## src/rtl/pu_mac_seq.sv

```systemverilog
// Time-multiplexed neuron: out = act(bias + sum a[i]*w[i]) using one FP multiplier and one FP adder.
// Subnormal operands are treated as zero, and underflowing results flush to signed zero.

module FloatingMultiplication #(
    parameter int LAT = 1
) (
    input  logic        clk,
    input  logic        rst,
    input  logic [31:0] a_i,
    input  logic [31:0] b_i,
    output logic [31:0] p_o
);
    logic               sp, grd, stk, rup;
    logic [7:0]         ea, eb;
    logic [22:0]        ma, mb, mant, mant_r;
    logic [47:0]        mprod;
    logic [23:0]        rnd;
    logic signed [9:0]  exp_n, exp_r;
    logic               a_nan, b_nan, a_inf, b_inf, a_zero, b_zero;
    logic [31:0]        res_d;
    logic [31:0]        pipe_q [LAT];

    always_comb begin
        ea     = a_i[30:23];
        eb     = b_i[30:23];
        ma     = a_i[22:0];
        mb     = b_i[22:0];
        sp     = a_i[31] ^ b_i[31];
        a_nan  = (ea == 8'hFF) && (ma != 23'd0);
        b_nan  = (eb == 8'hFF) && (mb != 23'd0);
        a_inf  = (ea == 8'hFF) && (ma == 23'd0);
        b_inf  = (eb == 8'hFF) && (mb == 23'd0);
        a_zero = (ea == 8'h00);
        b_zero = (eb == 8'h00);
        mprod  = {1'b1, ma} * {1'b1, mb};
        exp_n  = $signed({2'b00, ea}) + $signed({2'b00, eb}) - 10'sd127;
        if (mprod[47]) begin
            mant  = mprod[46:24];
            grd   = mprod[23];
            stk   = |mprod[22:0];
            exp_n = exp_n + 10'sd1;
        end else begin
            mant  = mprod[45:23];
            grd   = mprod[22];
            stk   = |mprod[21:0];
        end
        // round to nearest, ties to even
        rup    = grd & (stk | mant[0]);
        rnd    = {1'b0, mant} + {23'd0, rup};
        mant_r = rnd[22:0];
        exp_r  = rnd[23] ? exp_n + 10'sd1 : exp_n;

        res_d = 32'd0;
        if (a_nan || b_nan || (a_inf && b_zero) || (b_inf && a_zero))
            res_d = 32'h7FC0_0000;
        else if (a_inf || b_inf)
            res_d = {sp, 8'hFF, 23'd0};
        else if (a_zero || b_zero)
            res_d = {sp, 31'd0};
        else if (exp_r >= 10'sd255)
            res_d = {sp, 8'hFF, 23'd0};
        else if (exp_r <= 10'sd0)
            res_d = {sp, 31'd0};
        else
            res_d = {sp, exp_r[7:0], mant_r};
    end

    always_ff @(posedge clk or posedge rst) begin
        if (rst) begin
            for (int i = 0; i < LAT; i++) pipe_q[i] <= 32'd0;
        end else begin
            pipe_q[0] <= res_d;
            for (int i = 1; i < LAT; i++) pipe_q[i] <= pipe_q[i-1];
        end
    end

    assign p_o = pipe_q[LAT-1];
endmodule

module FloatingAddition #(
    parameter int LAT = 1
) (
    input  logic        clk,
    input  logic        rst,
    input  logic [31:0] a_i,
    input  logic [31:0] b_i,
    output logic [31:0] s_o
);
    logic               swap, eff_sub, grd, stk, rup;
    logic [31:0]        big, sml;
    logic [7:0]         ea, eb, diff;
    logic [50:0]        big_w, sml_w, sum_w;
    logic [48:0]        norm;
    logic [5:0]         lz;
    logic [22:0]        mant, mant_r;
    logic [23:0]        rnd;
    logic signed [9:0]  exp_n, exp_r;
    logic               a_nan, b_nan, a_inf, b_inf, a_zero, b_zero;
    logic [31:0]        res_d;
    logic [31:0]        pipe_q [LAT];

    function automatic logic [5:0] lzc50(input logic [49:0] v);
        lzc50 = 6'd50;
        for (int i = 0; i < 50; i++) if (v[i]) lzc50 = 6'(49 - i);
    endfunction

    always_comb begin
        ea     = a_i[30:23];
        eb     = b_i[30:23];
        a_nan  = (ea == 8'hFF) && (a_i[22:0] != 23'd0);
        b_nan  = (eb == 8'hFF) && (b_i[22:0] != 23'd0);
        a_inf  = (ea == 8'hFF) && (a_i[22:0] == 23'd0);
        b_inf  = (eb == 8'hFF) && (b_i[22:0] == 23'd0);
        a_zero = (ea == 8'h00);
        b_zero = (eb == 8'h00);

        // align the smaller magnitude onto the larger; beyond 26 places it cannot change the rounded result
        swap    = b_i[30:0] > a_i[30:0];
        big     = swap ? b_i : a_i;
        sml     = swap ? a_i : b_i;
        diff    = big[30:23] - sml[30:23];
        eff_sub = big[31] ^ sml[31];
        big_w   = {2'b01, big[22:0], 26'd0};
        sml_w   = {2'b01, sml[22:0], 26'd0} >> diff;
        sum_w   = eff_sub ? big_w - sml_w : big_w + sml_w;
        lz      = lzc50(sum_w[49:0]);
        norm    = 49'(sum_w[48:0] << lz);
        if (sum_w[50]) begin
            mant  = sum_w[49:27];
            grd   = sum_w[26];
            stk   = |sum_w[25:0];
            exp_n = $signed({2'b00, big[30:23]}) + 10'sd1;
        end else begin
            mant  = norm[48:26];
            grd   = norm[25];
            stk   = |norm[24:0];
            exp_n = $signed({2'b00, big[30:23]}) - $signed({4'b0000, lz});
        end
        rup    = grd & (stk | mant[0]);
        rnd    = {1'b0, mant} + {23'd0, rup};
        mant_r = rnd[22:0];
        exp_r  = rnd[23] ? exp_n + 10'sd1 : exp_n;

        res_d = 32'd0;
        if (a_nan || b_nan || (a_inf && b_inf && (a_i[31] != b_i[31])))
            res_d = 32'h7FC0_0000;
        else if (a_inf)
            res_d = a_i;
        else if (b_inf)
            res_d = b_i;
        else if (a_zero && b_zero)
            res_d = {a_i[31] & b_i[31], 31'd0};
        else if (a_zero)
            res_d = b_i;
        else if (b_zero)
            res_d = a_i;
        else if (diff > 8'd26)
            res_d = big;
        else if (sum_w == 51'd0)
            res_d = 32'd0;
        else if (exp_r >= 10'sd255)
            res_d = {big[31], 8'hFF, 23'd0};
        else if (exp_r <= 10'sd0)
            res_d = {big[31], 31'd0};
        else
            res_d = {big[31], exp_r[7:0], mant_r};
    end

    always_ff @(posedge clk or posedge rst) begin
        if (rst) begin
            for (int i = 0; i < LAT; i++) pipe_q[i] <= 32'd0;
        end else begin
            pipe_q[0] <= res_d;
            for (int i = 1; i < LAT; i++) pipe_q[i] <= pipe_q[i-1];
        end
    end

    assign s_o = pipe_q[LAT-1];
endmodule

module pu_mac_seq #(
    parameter int N_INPUTS = 4,
    parameter int MUL_LAT  = 1,
    parameter int ADD_LAT  = 1
) (
    input  logic                    clk,
    input  logic                    rst,
    input  logic                    in_valid,
    output logic                    in_ready,
    input  logic [32*N_INPUTS-1:0]  a_in,
    input  logic [32*N_INPUTS-1:0]  w_in,
    input  logic [31:0]             bias,
    input  logic [1:0]              mode,
    output logic                    out_valid,
    input  logic                    out_ready,
    output logic [31:0]             out,
    output logic                    busy
);
    localparam int IDX_W   = (N_INPUTS > 1) ? $clog2(N_INPUTS) : 1;
    localparam int MAX_LAT = (MUL_LAT > ADD_LAT) ? MUL_LAT : ADD_LAT;
    localparam int CNT_W   = $clog2(MAX_LAT + 1);
    localparam logic [IDX_W-1:0] IDX_LAST = IDX_W'(N_INPUTS - 1);

    typedef enum logic [2:0] {S_IDLE, S_MUL, S_ADD, S_ACT, S_DONE} state_t;

    state_t                 state_q;
    logic [32*N_INPUTS-1:0] a_q, w_q;
    logic [1:0]             mode_q;
    logic [31:0]            acc_q, prod_q, out_q;
    logic [IDX_W-1:0]       idx_q;
    logic [CNT_W-1:0]       cnt_q;
    logic                   out_valid_q;
    logic [31:0]            mul_a, mul_b, mul_p, add_s, act_d;

    assign mul_a = a_q[32*idx_q +: 32];
    assign mul_b = w_q[32*idx_q +: 32];

    FloatingMultiplication #(.LAT(MUL_LAT)) u_mul (
        .clk (clk),
        .rst (rst),
        .a_i (mul_a),
        .b_i (mul_b),
        .p_o (mul_p)
    );

    FloatingAddition #(.LAT(ADD_LAT)) u_add (
        .clk (clk),
        .rst (rst),
        .a_i (acc_q),
        .b_i (prod_q),
        .s_o (add_s)
    );

    // mode 3 is reserved and falls through to identity
    always_comb begin
        act_d = acc_q;
        case (mode_q)
            2'd1:    act_d = acc_q[31] ? 32'd0 : acc_q;
            2'd2:    act_d = (!acc_q[31] && (acc_q[30:0] != 31'd0)) ? 32'h3F80_0000 : 32'd0;
            default: act_d = acc_q;
        endcase
    end

    always_ff @(posedge clk or posedge rst) begin
        if (rst) begin
            state_q     <= S_IDLE;
            a_q         <= '0;
            w_q         <= '0;
            mode_q      <= 2'd0;
            acc_q       <= 32'd0;
            prod_q      <= 32'd0;
            out_q       <= 32'd0;
            idx_q       <= '0;
            cnt_q       <= '0;
            out_valid_q <= 1'b0;
        end else begin
            case (state_q)
                S_IDLE: begin
                    if (in_valid) begin
                        a_q     <= a_in;
                        w_q     <= w_in;
                        mode_q  <= mode;
                        acc_q   <= bias;
                        idx_q   <= '0;
                        cnt_q   <= '0;
                        state_q <= S_MUL;
                    end
                end
                S_MUL: begin
                    if (cnt_q == CNT_W'(MUL_LAT)) begin
                        prod_q  <= mul_p;
                        cnt_q   <= '0;
                        state_q <= S_ADD;
                    end else begin
                        cnt_q <= cnt_q + CNT_W'(1);
                    end
                end
                S_ADD: begin
                    if (cnt_q == CNT_W'(ADD_LAT)) begin
                        acc_q <= add_s;
                        cnt_q <= '0;
                        if (idx_q == IDX_LAST) begin
                            state_q <= S_ACT;
                        end else begin
                            idx_q   <= idx_q + IDX_W'(1);
                            state_q <= S_MUL;
                        end
                    end else begin
                        cnt_q <= cnt_q + CNT_W'(1);
                    end
                end
                S_ACT: begin
                    out_q       <= act_d;
                    out_valid_q <= 1'b1;
                    state_q     <= S_DONE;
                end
                S_DONE: begin
                    if (out_ready) begin
                        out_valid_q <= 1'b0;
                        state_q     <= S_IDLE;
                    end
                end
                default: state_q <= S_IDLE;
            endcase
        end
    end

    assign in_ready  = (state_q == S_IDLE) && !rst;
    assign busy      = (state_q != S_IDLE);
    assign out_valid = out_valid_q;
    assign out       = out_q;
endmodule
```

## config.mk

```make
export PLATFORM = sky130hd
export DESIGN_NAME = pu_mac_seq
export DESIGN_NICKNAME = d
export VERILOG_FILES = /design/src/rtl/pu_mac_seq.sv
export SDC_FILE = /design/constraint.sdc
export NUM_CORES = 2
export LEC_CHECK = 0
export CORE_UTILIZATION = 35
export CTS_CLUSTER_DIAMETER = 60
export DETAILED_ROUTE_END_ITERATION = 10
export GPL_TIMING_DRIVEN = 0
export RECOVER_POWER = 100
export SETUP_SLACK_MARGIN = 0.05
export SKIP_CTS_REPAIR_TIMING = 1
export SYNTH_ARGS = -nofsm -noshare
export SYNTH_HDL_FRONTEND = slang
export SYNTH_SLANG_ARGS = --single-unit
```

## constraint.sdc

```tcl
create_clock -name clk -period 16.4 [get_ports clk]
set_input_delay 2.46 -clock clk [delete_from_list [all_inputs] [get_ports clk]]
set_output_delay 2.46 -clock clk [all_outputs]
set_load 0.02 [all_outputs]
```

==> run summary <==
Die W: 395 um
share of the synthesized area in the top cell type: 19.7%
drt first pass iters: 6
antenna violations before repair: 3
largest net degree at the start of global routing: 124
origin of the critical flop-to-flop path: acc_q[13]
end of the critical path: u_add.s_o[8]
clock skew: 60.3 ps
Via density: 5.71
Worst-path clk slew: 60 ps
Detailed Place HPWL: 193,000 um
unrepaired setup endpoints after global routing: true
Netlist cell types: 129
Cells after Synth: 6,648
R2R Path End: u_add.s_o[8]
fraction of registers with async set/reset: 100%
worst rel slew slack: -321%
vias in the first global route: 52,600
fin util: 40.8%
Layout area overhead: 15.3%
count of final hold-check violations: 0
sequential cell area fraction in the yosys report: 19.7%
top post-synthesis cells by count: 1,468 x nand2_1, 677 x inv_1, 497 x nor2_1
final wirelength: 233,000 um
Initial Util: 35.4%
all-layer global routing usage: 29.2%
gr ovfl total: 0
syn_nets: 7,705
setup violators final: 0
Ports: 329
Site Rows: 143
crit share post-route: 97.7%
status: complete, but fails checks
worst r2r path cells: 61
Sink Count: 425
Critical path origin: acc_q[13]
yosys warns: 0
number of I/O port buffers: 328
worst hold slack: 471 ps
DR DRC count: 0
class of the worst hold path: flop to flop
Die Height: 395 um
Total Die Area: 156,000 sq um
max-slew violations: 352
CP arrival: 16,530 ps
Fmax: 0.0624 GHz
final antenna-violating net count: 0
CTS H-tree depth: 2
CP required: 16,910 ps
Reg2Reg Setup Slack: 380 ps
TritonCTS Buffers: 47
first-pass GRT wire length: 343,000 um
Crit Path Max Fanout: 28
gpl congestion: 1.06
CTS root buf: clkbuf_16
Final #Nets: 8,106
maxcap violations: 7
WL per Instance: 25.5 um
failing checks: capacitance limit, slew limit
critical path type: flop to flop
EDFF count, synth: 0
post-synthesis register bit count: 425
most instantiated library cell after synthesis: nand2_1
slowest library cell on the worst path: dfrtp_1
Skew-Pair Late Insertion Delay: 610 ps
Post-Syn Area: 54,000 sq um
fraction of layout cells with a size suffix above 1: 8.17%
Max Buffers Root-to-Sink: 3
vias: 52,100
Worst Setup End Kind: flop
initial drt markers: 4,510
TritonCTS clock tree: yes
core box area: 153,000 sq um
largest area contributor in the netlist: dfrtp_1
largest cells by area after synthesis: dfrtp_1 20%, fa_1 18%, nand2_1 10%
syn_area_per_cell: 8.13 sq um
top_reg_cell synth: dfrtp_1
Critical Path Max Stage Delay: 600 ps
Least-Margin Pin Slew: 6320 ps
crit path launch type: flop
Tmin final: 16,020 ps
==> cell type report <==
class | instances | area (sq um)
antenna | 1 | 2.50
buffer | 356 | 1980
clock buffer | 65 | 1400
clock inverter | 23 | 318
fill | 15500 | 90300
inverter | 699 | 2630
multi-input combinational | 5163 | 39300
sequential | 425 | 10600
tap | 2030 | 2540
timing repair buffer | 357 | 3510
==> state kept, by name (all words and copies together), names as in the netlist, 2 cells and up <==
name and count:
a_q 128, mode_q 2, prod_q 32, w_q 128, u_mul.p_o 32, idx_q 2, out 32, u_add.s_o 32
acc_q 32, state_q 3
==> critical path, delay by kind of cell, from the launching register on <==
| family | cells | cell delay (ps) |
|---|---|---|
| adder cells (fa/ha/maj) | 3 | 970 |
| multiplexers | 2 | 700 |
| flip-flops | 1 | 600 |
| buffers and inverters | 14 | 2860 |
| AO/OA/AOI/OAI | 26 | 6300 |
| AND/OR/NAND/NOR | 16 | 4410 |
==> layer usage <==
layer	global-route usage, %	up-vias	part of all wire (%)
met5	0	-	0.011
met3	4.05	677	6.4
met2	50.3	2290	48
met1	33.5	25800	37
li1	-	23300	-
met4	20.0	4	8.2
==> kinds of logic (layout without fill, tap and decap cells) <==
logic type	count (synthesis)	in the layout	synth area share [%]
AO/OA/AOI/OAI	1257	1257	15.9
other	0	1	0
multiplexers	314	314	7.19
adder cells (fa/ha/maj)	763	763	24.4
buffers and inverters	1060	1500	8.44
XOR/XNOR	172	172	2.79
AND/OR/NAND/NOR	2657	2657	21.6
flip-flops	425	425	19.7
==> how the worst min path moves through the flow <==
stage | start | to | slack, ps | cells past startpoint
global placement | w_q[15] | w_q[15] | 450 | 2
CTS | w_q[124] | w_q[124] | 470 | 2
global route | u_mul.p_o[10] | prod_q[10] | 480 | 1
floorplan | u_mul.p_o[0] | prod_q[0] | 430 | 2
finish | a_q[75] | a_q[75] | 470 | 2
detailed placement | w_q[87] | w_q[87] | 460 | 2
==> metrics by stage <==
step,cell area (sq um),std cells,setup TNS (ps),setup slack [ps]
6_report,62300,9119,0,379
5_1_grt,62300,9119,0,29.3
4_1_cts,61800,9112,-107420,-2330
3_5_place_dp,60100,9024,-102220,-2260
3_3_place_gp,59900,9006,-1326390,-2880
2_1_floorplan,54000,6648,0,2110
==> placed cells by master, fill, tap and decap left out, types with 46 or more instances in the layout <==
master	instances
nand2_1	1468
inv_1	676
nor2_1	492
fa_1	485
dfrtp_1	418
a21oi_1	305
clkdlybuf4s50_1	290
ha_1	277
clkbuf_1	211
o21ai_0	198
mux2i_1	161
xnor2_1	125
nor3_1	123
nand3_1	121
mux2_2	88
a211oi_1	72
and2_1	68
nand4_1	63
o211ai_1	57
buf_6	53
clkbuf_16	48
mux4_2	46
xor2_1	46
Power is left out: the tool's default activity adds up to more than one toggle a clock period on the data nets, which glitch-free logic cannot reach.
